<file path="src/rtl/rv_lsu.sv">
// rtl/rv_lsu.sv - load/store unit: one outstanding data-bus access per ALU2 instruction
// Drives request, byte lanes and store data; returns aligned, extended load data.
module rv_lsu #(
  parameter int ACK_TIMEOUT = 0,
  parameter int CNT_W       = 16
) (
  input  logic        i_clk,
  input  logic        i_reset_n,
  input  logic        i_flush,
  input  logic        i_valid,
  input  logic        i_mem_rd,
  input  logic        i_mem_wr,
  input  logic [2:0]  i_funct3,
  input  logic [31:0] i_addr,
  input  logic [31:0] i_wdata,
  output logic        o_data_req,
  output logic        o_data_write,
  output logic [31:0] o_data_addr,
  output logic [3:0]  o_data_sel,
  output logic [31:0] o_data_wdata,
  input  logic [31:0] i_data_rdata,
  input  logic        i_data_ack,
  output logic        o_ready,
  output logic [31:0] o_rdata,
  output logic        o_rdata_valid,
  output logic        o_fault,
  output logic        o_bus_err
);

  typedef enum logic [1:0] {IDLE, REQ, DRAIN, DONE} state_t;

  localparam bit             TO_EN   = (ACK_TIMEOUT > 0);
  localparam logic [CNT_W-1:0] TO_LAST = TO_EN ? CNT_W'(ACK_TIMEOUT - 1) : '0;

  state_t             state_q, state_d;
  logic               req_q, req_d;
  logic               write_q, write_d;
  logic               load_q, load_d;
  logic [31:0]        addr_q, addr_d;
  logic [3:0]         sel_q, sel_d;
  logic [31:0]        wdata_q, wdata_d;
  logic [2:0]         f3_q, f3_d;
  logic [1:0]         off_q, off_d;
  logic [31:0]        rdata_q, rdata_d;
  logic               rvalid_q, rvalid_d;
  logic               fault_q, fault_d;
  logic               bus_err_q, bus_err_d;
  logic [CNT_W-1:0]   cnt_q, cnt_d;

  logic        access, legal, aligned, start, timeout_hit;
  logic [3:0]  sel_new;
  logic [31:0] wdata_new, shifted, load_ext;

  always_comb begin
    access = i_valid & (i_mem_rd | i_mem_wr) & ~i_flush;
    legal  = 1'b0;
    case (i_funct3)
      3'b000, 3'b001, 3'b010: legal = 1'b1;
      3'b100, 3'b101:         legal = i_mem_rd;
      default:                legal = 1'b0;
    endcase
    case (i_funct3[1:0])
      2'b01:   aligned = ~i_addr[0];
      2'b10:   aligned = (i_addr[1:0] == 2'b00);
      default: aligned = 1'b1;
    endcase
    start = access & legal & aligned;

    case (i_funct3[1:0])
      2'b00: begin
        sel_new   = 4'b0001 << i_addr[1:0];
        wdata_new = {4{i_wdata[7:0]}};
      end
      2'b01: begin
        sel_new   = 4'b0011 << {i_addr[1], 1'b0};
        wdata_new = {2{i_wdata[15:0]}};
      end
      default: begin
        sel_new   = 4'b1111;
        wdata_new = i_wdata;
      end
    endcase

    shifted = i_data_rdata >> {off_q, 3'b000};
    case (f3_q)
      3'b000:  load_ext = {{24{shifted[7]}}, shifted[7:0]};
      3'b100:  load_ext = {24'b0, shifted[7:0]};
      3'b001:  load_ext = {{16{shifted[15]}}, shifted[15:0]};
      3'b101:  load_ext = {16'b0, shifted[15:0]};
      default: load_ext = shifted;
    endcase

    // An ack arriving on the last counted cycle completes normally.
    timeout_hit = TO_EN && (cnt_q == TO_LAST) && !i_data_ack;
  end

  always_comb begin
    state_d   = state_q;
    req_d     = req_q;
    write_d   = write_q;
    load_d    = load_q;
    addr_d    = addr_q;
    sel_d     = sel_q;
    wdata_d   = wdata_q;
    f3_d      = f3_q;
    off_d     = off_q;
    rdata_d   = rdata_q;
    rvalid_d  = 1'b0;
    fault_d   = 1'b0;
    bus_err_d = 1'b0;
    cnt_d     = cnt_q + CNT_W'(1);
    case (state_q)
      IDLE: begin
        cnt_d = '0;
        if (start) begin
          state_d = REQ;
          req_d   = 1'b1;
          write_d = i_mem_wr;
          load_d  = i_mem_rd;
          addr_d  = {i_addr[31:2], 2'b00};
          sel_d   = sel_new;
          wdata_d = wdata_new;
          f3_d    = i_funct3;
          off_d   = i_addr[1:0];
        end else if (access) begin
          fault_d = 1'b1;
        end
      end
      REQ: begin
        if (i_data_ack) begin
          req_d   = 1'b0;
          state_d = i_flush ? IDLE : DONE;
          if (load_q && !i_flush) begin
            rdata_d  = load_ext;
            rvalid_d = 1'b1;
          end
        end else if (timeout_hit) begin
          req_d     = 1'b0;
          bus_err_d = 1'b1;
          state_d   = IDLE;
        end else if (i_flush) begin
          // The bus transaction cannot be recalled; finish it silently.
          state_d = DRAIN;
          cnt_d   = '0;
        end
      end
      DRAIN: begin
        if (i_data_ack || timeout_hit) begin
          req_d   = 1'b0;
          state_d = IDLE;
        end
      end
      default: state_d = IDLE;
    endcase
  end

  always_ff @(posedge i_clk or negedge i_reset_n) begin
    if (!i_reset_n) begin
      state_q   <= IDLE;
      req_q     <= 1'b0;
      write_q   <= 1'b0;
      load_q    <= 1'b0;
      addr_q    <= '0;
      sel_q     <= '0;
      wdata_q   <= '0;
      f3_q      <= '0;
      off_q     <= '0;
      rdata_q   <= '0;
      rvalid_q  <= 1'b0;
      fault_q   <= 1'b0;
      bus_err_q <= 1'b0;
      cnt_q     <= '0;
    end else begin
      state_q   <= state_d;
      req_q     <= req_d;
      write_q   <= write_d;
      load_q    <= load_d;
      addr_q    <= addr_d;
      sel_q     <= sel_d;
      wdata_q   <= wdata_d;
      f3_q      <= f3_d;
      off_q     <= off_d;
      rdata_q   <= rdata_d;
      rvalid_q  <= rvalid_d;
      fault_q   <= fault_d;
      bus_err_q <= bus_err_d;
      cnt_q     <= cnt_d;
    end
  end

  assign o_data_req    = req_q;
  assign o_data_write  = write_q;
  assign o_data_addr   = addr_q;
  assign o_data_sel    = sel_q;
  assign o_data_wdata  = wdata_q;
  assign o_rdata       = rdata_q;
  assign o_rdata_valid = rvalid_q & ~i_flush;
  assign o_fault       = fault_q;
  assign o_bus_err     = bus_err_q;
  assign o_ready       = !((state_q == REQ) || (state_q == DRAIN) || ((state_q == IDLE) && start));

endmodule

</file>
<file path="config.mk">
export PLATFORM = sky130hd
export DESIGN_NAME = rv_lsu
export DESIGN_NICKNAME = d
export VERILOG_FILES = /design/src/rtl/rv_lsu.sv
export SDC_FILE = /design/constraint.sdc
export NUM_CORES = 1
export LEC_CHECK = 0
export BUFFER_PORTS_ARGS = -buffer_cell sky130_fd_sc_hd__buf_2
export CAP_MARGIN = 20
export CORE_MARGIN = 3
export CORE_UTILIZATION = 44
export CTS_CLUSTER_SIZE = 16
export DETAILED_ROUTE_END_ITERATION = 10
export GPL_TIMING_DRIVEN = 0
export PLACE_DENSITY = 0.8
export SKIP_LAST_GASP = 1
export SLEW_MARGIN = 25
export SYNTH_ARGS = -nofsm -noshare
export SYNTH_HDL_FRONTEND = slang
export SYNTH_SLANG_ARGS = --single-unit
</file>
<file path="constraint.sdc">
create_clock -name i_clk -period 2 [get_ports i_clk]
set_input_delay 0.4 -clock i_clk [delete_from_list [all_inputs] [get_ports i_clk]]
set_output_delay 0.4 -clock i_clk [all_outputs]
set_load 0.02 [all_outputs]
</file>
== Word-level counts from Yosys, hierarchy flattened ==
Index checks and enable logic that the tools add are counted.
Storage, ports and cells
  register bits: 110
  output and inout bits: 106
  logic and storage cells: 77
  bits of input ports: 106
Operators by class
  reduce and logical (&&, ||, !) cells: 19
  eq/ne operators: 15
  shifts and indexed selects: 3
  muxes and demuxes: 20
  bitwise gates (word level): 8
Operator list (count)
  case mux 32 bit (4 select lines): 1
  case mux 32 bit (2 select lines): 1
  >> shifter 32 x 5 -> 32 bit: 1
  equality test 3 bit (second input constant): 4
  2-to-1 mux 2 bit: 5
  AND reduction 3 bit: 3
  2-to-1 mux 1 bit: 8
  case mux 4 bit (2 select lines): 1
  equality test 3 x 1 -> 1 bit (second input constant): 2
  zero test 2 bit: 3
  zero test 3 bit: 2
  case mux 1 bit (2 select lines): 3
  case mux 2 bit (3 select lines): 1
  bitwise AND 1 bit: 5
  equality test 2 x 1 -> 1 bit (second input constant): 2
  equality test 2 bit (second input constant): 2
  != test 2 bit (second input constant): 2
  OR reduction 2 bit: 2
  << shifter 1 x 2 -> 4 bit (first input constant): 1
  << shifter 2 x 2 -> 4 bit (first input constant): 1
  equality test 3 x 2 -> 1 bit (second input constant): 1
  != test 3 bit (second input constant): 1
  OR reduction 3 bit: 1
  logical AND 1 bit: 2
  7 further kinds: 10

== Longest topological paths before layout ==
Gate-level depths: netlist of the first run.
  depth after elaboration: 8
  mapped depth: 10
  gate-level depth less buffers: 7

== Worst setup path before layout of the first run ==
OpenSTA, ideal clock, no wires.
  kind: input port to flip-flop
  start point: in i_funct3[1]
  end point: reg addr_q[24] (netlist: o_data_addr[24])
  slack: -0.101 ns
  stages: 9
  data arrival time: 1.973 ns
  data required time: 1.872 ns
  library setup time: 0.128 ns
  buffers on the path: 3
  cell sequence: inv_1 ha_1 buf_2 o21ai_2 a2111oi_4 nand3_2 buf_2 buf_6 mux2_1
On the way
  longest elaborated chain between the ends: 6
  elaborated cells between the ends (all ways): 14
  classes of those cells: eq/ne: 6; mux: 2; bitwise: 2; reduce/logical: 4
RTL lines
  start: declaration: RTL line 13  | input logic [2:0] i_funct3,
  equality test 3 x 1 -> 1 bit, or another cell as far along: RTL line 57  | case (i_funct3)
  OR reduction 3 bit / OR reduction 2 bit (equally long branches): RTL line 57
  case mux 1 bit (2 select lines): RTL line 57
  bitwise AND 1 bit: RTL line 67  | start = access & legal & aligned;
  bitwise AND 1 bit (*): RTL line 67
  AND reduction 2 bit (no source line) (*)
  end signal: assignment: RTL line 178  | addr_q <= addr_d;
  end: declaration: RTL line 39  | logic [31:0] addr_q, addr_d;
Mark *: on every way between the ends. The rest lies on a longest branch, timed or not.
A chain may end at the register's enable or synchronous reset.

== Worst setup path in the final report of the first run ==
  start point: in i_funct3[1]
  end point: out o_ready
On the way
  longest elaborated chain between the ends: 8
  elaborated cells between the ends (all ways): 16
  classes of those cells: eq/ne: 6; mux: 2; bitwise: 2; reduce/logical: 6
RTL lines
  equality test 3 x 1 -> 1 bit, or another cell as far along: RTL line 57
  OR reduction 3 bit / OR reduction 2 bit (equally long branches): RTL line 57
  case mux 1 bit (2 select lines): RTL line 57
  bitwise AND 1 bit: RTL line 67
  bitwise AND 1 bit (*): RTL line 67
  logical AND 1 bit (*): RTL line 200  | assign o_ready = !((state_q == REQ) || (state_q == DRAIN) || ((state_q == IDLE) && start));
  logical OR 1 bit (*): RTL line 200
  zero test 1 bit (*): RTL line 200
  end: declaration: RTL line 23  | output logic o_ready,
Marked as above.

==> results.toml, run 1 <==
[status]
status = "complete, no violations"

[cells_and_area]
final_nets = 800
n_antenna_cell = 0
areaGrowthSynthToFinish_pct = 33.58
num-fill-cells = 893
drive_above_1_share_pct = 45.31
final_cell_mix = "buf_2, dfrtp_1, nand2_1"
layout_commonest_cell = "buf_2"

[grt]
grt_use_met2_pct = 39.62
grt_use_met1_pct = 29.28
grt.met3_usage_pct = 5.920
grt_antenna_before_repair = 0
grt_max_degree = 78
top_usage_layer = "met2"
grt_pass1_vias = 4838
grt_pass1_wl_mm = 24.36
grt_overflow = 0
gr-usage-all-layers_pct = 23.86

[timing]
fin_skew_ns = 0.008617
worst_pin_slew_ns = 0.7575
finalCritPeriodShare_pct = 98.79
setup_viol = 0
timing.fmax_mhz = 506.1
slew_viol_final = 0
slew_headroom_pct = 49.50
holdWs_ns = 0.2555
hold_violations = 0
rsz0062_at_grt = "yes"
min_period_ns = 1.976

[pwr]
power_uw = 10260
irDropWorstVdd_v = 0.0008719
power_density_nw_per_um2 = 1495
p_leak_uw = 0.003584

[worst_setup_path]
rr_endpoint = "o_rdata[4]"
reg2reg_slack_ns = 0.07
crit_path_max_incr_delay_ns = 0.46
path_cells = "buf_12, inv_8, ha_4, o21ai_4, a2111oi_4, a31oi_1, buf_4"
critPathLaunch = "i_funct3[1]"
critPathKind = "input port to output pin"
critPathMaxFanout = 3
crit_required_ns = 1.60
reg2reg_from = "off_q[0]"
cpMaxStageDelayCell = "a2111oi_4"
arrival_ns = 1.58
startpoint_type = "input port"
cp-end-kind = "output pin"
reg2reg_depth = 5

[flow_run]
cap_viol_max_count = 0

[floorplan]
core-area_um2 = 11130
num_rows = 38
die_x_um = 114.1
start_util_pct = 46.18
floorplan.die.height_um = 114.1
num_io_pins = 212
die_area_um2 = 13010

[clock_tree]
cts.clk_slew.worst_paths_ns = 0.07
root_buffer = "clkbuf_16"
cts_tree = "done"
clock_path_buffers = 2
clk_latency_ns = 0.35
cts.sinks = 110
cts-htree-levels = 3
cts-buffers-inserted = 9

[yosys]
synthDistinctLibCells = 41
synthAdderAreaFrac_pct = 1.461
ys_async_sr_fraction_pct = 100.0
synthFlopType = "dfrtp_1"
syn_avg_cell_area_um2 = 11.07
synth_cells = 464
ys_ff_latch = 110
synthXorXnorAreaFrac_pct = 0
synth_mux_area_share_pct = 16.20
synthSimpleGateAreaFrac_pct = 11.03
netlist_area_um2 = 5137
synth_seq_area_share_pct = 53.58
synth_compound_area_share_pct = 13.64
synth_warnings = 0
synth_top_family_by_area = "multiplexers"
synth_edf_count = 0

[route]
drtAntennaViolNets = 0
first_pass_iters = 5
wl_per_cell_um = 18.41
drt_iter0_drc = 382
post_drt_via_cell_ratio = 5.523
drc = 0
vias = 4601
wl_mm = 15.33

[min_path]
hp-start = "i_addr[27]"
hold_end = "o_data_addr[27]"
hold_depth = 2
min_path_type = "input port to flop"

[placed_design]
routabilityCongestion = 1.003
port_buffers = 208
dp_hpwl_mm = 11.80
cells by family after synthesis:
kind of cell / count (synthesis)
AO/OA/AOI/OAI: 110
adder cells (fa/ha/maj): 6
buffers and inverters: 43
flip-flops: 110
multiplexers: 76
other: 1
AND/OR/NAND/NOR: 118
final cells by class:
class,instances,area [um2],share of cell area [%]
flip-flops and latches,110,2753,40.11
multi-input cells,313,2268,33.05
repair buffers,215,1146,16.70
clock buffers,11,242.7,3.537
well taps,140,175.2,2.552
plain buffers,30,172.7,2.516
clock inverters,5,58.81,0.8569
inverters,9,46.29,0.6746
worst max path at each step:
stage | to | slack, ns
finish | o_ready | 0.02
global route | o_rdata[25] | -0.03
CTS | o_rdata[25] | -0.003
detailed placement | o_data_wdata[25] | -0.60
global placement | o_data_addr[24] | -0.69
floorplan | o_data_addr[24] | 0.008
layer usage:
layer / share of wire, % / wire length [um]
met1: 38 / 5890
met2: 49 / 7526
met3: 9.6 / 1473
met4: 2.9 / 443
met5: 0 / 0
report_power, final:
group | internal, uW | switching, uW | total [uW]
combinational | 1810 | 2850 | 4660
clock | 1010 | 819 | 1830
sequential | 3210 | 569 | 3780
total | 6020 | 4240 | 10300
metrics by stage:
step,cell area [um2],setup TNS [ns],worst slack (ns),std cells,util [%]
after CTS,6802,-0.002610,-0.002610,832,61.13
after detailed placement,6420,-34.19,-0.6029,815,57.70
after floorplan,5170,0,0.007692,466,-
after global placement,6386,-102.58,-0.6912,814,57.40
after global routing,6863,-0.06632,-0.03423,833,61.68
final,6863,0,0.02421,833,61.68
critical path, delay by kind of cell:
family	cells	cell delay, ns
buf+inv	3	0.35
compound gates	3	0.67
fa+ha+maj	1	0.15
repair_timing:
item | 4_1_cts | 5_1_grt
gates resized for setup | 20 | 23
hold buffers | 1 | 0
setup endpoints to repair | 73 | 61
endpoints found under the hold margin | 33 | 0
pin swaps | 6 | 6
setup buffers | 2 | 3
sequential cells by signal (all words and copies together) (netlist names):
register / count
off_q: 2
o_data_sel: 4
f3_q: 3
o_fault: 1
o_data_req: 1
o_rdata: 32
o_data_write: 1
o_data_wdata: 32
o_data_addr: 30
load_q: 1
rvalid_q: 1
state_q: 2
cells in the mapped netlist, types with 7 or more instances:
master	n	area share [%]
a21oi_1	28	2.7
a221o_1	10	1.9
a22o_1	8	1.4
a22oi_1	8	1.2
clkbuf_1	20	1.5
dfrtp_1	110	54
inv_1	9	0.66
mux2_1	7	1.5
mux2_2	42	9.2
mux2i_1	25	4.9
nand2_1	63	4.6
nand3_1	8	0.78
nand3_2	8	1.6
nor2_1	22	1.6
o21ai_0	47	4.6
Note: power is estimated with default switching activity, not from simulation.
==> inputs of run 2 (changes only) <==
- PLACE_DENSITY: 0.8 -> 0.86
- clock period: 2 -> 1.65 ns (I/O delays scaled with it)
==> results.toml, run 2 (synthesized netlist as in run 1, its figures left out) <==
[clock_tree]
root_buffer = "clkbuf_16"
cts.sinks = 110
clock_path_buffers = 2
cts_tree = "done"
cts-buffers-inserted = 9
clk_latency_ns = 0.35
cts.clk_slew.worst_paths_ns = 0.08
cts-htree-levels = 3

[status]
status = "finished with violations"
violations = "setup timing"

[worst_setup_path]
crit_path_max_incr_delay_ns = 0.51
crit_required_ns = 1.93
cpMaxStageDelayCell = "or4_4"
crit_top_cell = "mux2_4"
critPathKind = "flop to flop"
critPathMaxFanout = 7
cp-end-kind = "flop"
arrival_ns = 2.19
path_cells = "buf_6, mux2i_2, mux2_4, mux2_4, or4_4, nand3_2"
startpoint_type = "flop"

[floorplan]
num_io_pins = 212
start_util_pct = 46.18
floorplan.die.height_um = 114.1
core-area_um2 = 11130
die_x_um = 114.1
die_area_um2 = 13010
num_rows = 38

[route]
vias = 4890
first_pass_iters = 5
drtAntennaViolNets = 0
wl_mm = 17.13
post_drt_via_cell_ratio = 5.647
drc = 0
wl_per_cell_um = 19.78
drt_iter0_drc = 523

[timing]
worst_pin_slew_ns = 0.5791
hold_violations = 0
min_period_ns = 1.906
fin_skew_ns = 0.01279
slew_headroom_pct = 61.39
slew_viol_final = 0
finalWorstSetupSlack_ns = -0.2565
finalSetupTns_ns = -11.46
timing.fmax_mhz = 524.5
finalCritPeriodShare_pct = 115.5
rsz0062_at_grt = "yes"
setup_viol = 82

[cells_and_area]
areaGrowthSynthToFinish_pct = 50.22
n_antenna_cell = 0
drive_above_1_share_pct = 57.30
final_cell_mix = "buf_2, dfrtp_1, mux2_2"
layout_commonest_cell = "buf_2"
final_nets = 833

[pwr]
power_uw = 13480
p_leak_uw = 0.003992
power_density_nw_per_um2 = 1747
irDropWorstVdd_v = 0.001138

[grt]
gr-usage-all-layers_pct = 24.90
top_usage_layer = "met2"
grt_antenna_before_repair = 0
grt.met3_usage_pct = 6.290
grt_use_met1_pct = 29.55
grt_pass1_vias = 4972
grt_max_degree = 70
grt_overflow = 0
grt_use_met2_pct = 43.64
grt_pass1_wl_mm = 25.38

[placed_design]
routabilityCongestion = 0.9494
port_buffers = 208
dp_hpwl_mm = 11.85

[min_path]
min_path_type = "input port to flop"

[flow_run]
cap_viol_max_count = 0
## run 2: cell count changes in the layout (fill, tap and decap cells not counted), sizes merged
cell / change
clkinvlp: -2
clkinv: +2
buf: +37
clkbuf: -5
inv: +1
## run 2: worst max-delay path: cells and delay by family (launching register included)
family | cells | cell delay, ns
multiplexers | 3 | 0.72
buffers and inverters | 1 | 0.13
flip-flops | 1 | 0.38
AND/OR/NAND/NOR | 2 | 0.60
## run 2: what timing repair did
| action | in CTS | in global routing |
|---|---|---|
| gates resized for setup | 103 | 82 |
| setup endpoints to repair | 109 | 108 |
| gates cloned | 8 | 1 |
| hold buffers | 1 | 0 |
| buffers inserted | 23 | 9 |
| pin swaps | 22 | 18 |
| endpoints found under the hold margin | 41 | 0 |
## run 2: final timing paths
kind	from	to	slack (ns)	depth (start not counted)
setup reg to reg	off_q[1]	o_rdata[21]	-0.26	6
setup / recovery	off_q[1]	o_rdata[21]	-0.26	6
hold reg to reg	o_rdata[6]	o_rdata[6]	0.49	2
max in group asynchronous	i_reset_n	o_data_wdata[7]	0.52	3
hold / removal	i_addr[23]	o_data_addr[23]	0.21	2
min in group asynchronous	i_reset_n	o_rdata[18]	0.47	2
## run 2: cell type report
| class | count | area [um2] |
|---|---|---|
| Buffer | 29 | 321.6 |
| Clock buffer | 10 | 239.0 |
| Clock inverter | 6 | 68.82 |
| Fill cell | 777 | 3408 |
| Inverter | 9 | 60.06 |
| Multi-Input combinational cell | 313 | 2540 |
| Sequential cell | 110 | 2754 |
| Tap cell | 140 | 175.2 |
| Timing Repair Buffer | 249 | 1559 |
## run 2: metrics by stage
step	hold slack [ns]	cell area (um2)	util [%]	worst slack [ns]	instances
finish	0.2092	7717	69.37	-0.2565	866
global route	0.2060	7717	69.37	-0.3052	866
CTS	0.1983	7460	67.05	-0.2574	859
detailed placement	0.2714	6548	58.85	-0.8478	815
global placement	0.4606	6514	58.55	-0.9334	814
floorplan	0.03441	5298	-	-0.2268	466
## run 2: power breakdown
part           total, uW  leakage, uW  internal [uW]  switching (uW)
registers           4730      0.00140           3900             834
logic               6500      0.00243           2720            3780
clock network       2260     0.000154           1230            1020
## run 2: metal layers
metal / up-vias / share of wire [%]
met4: 0 / 3.0
li1: 2158 / -
met1: 2352 / 36
met3: 57 / 10
met2: 323 / 51
met5: - / 0
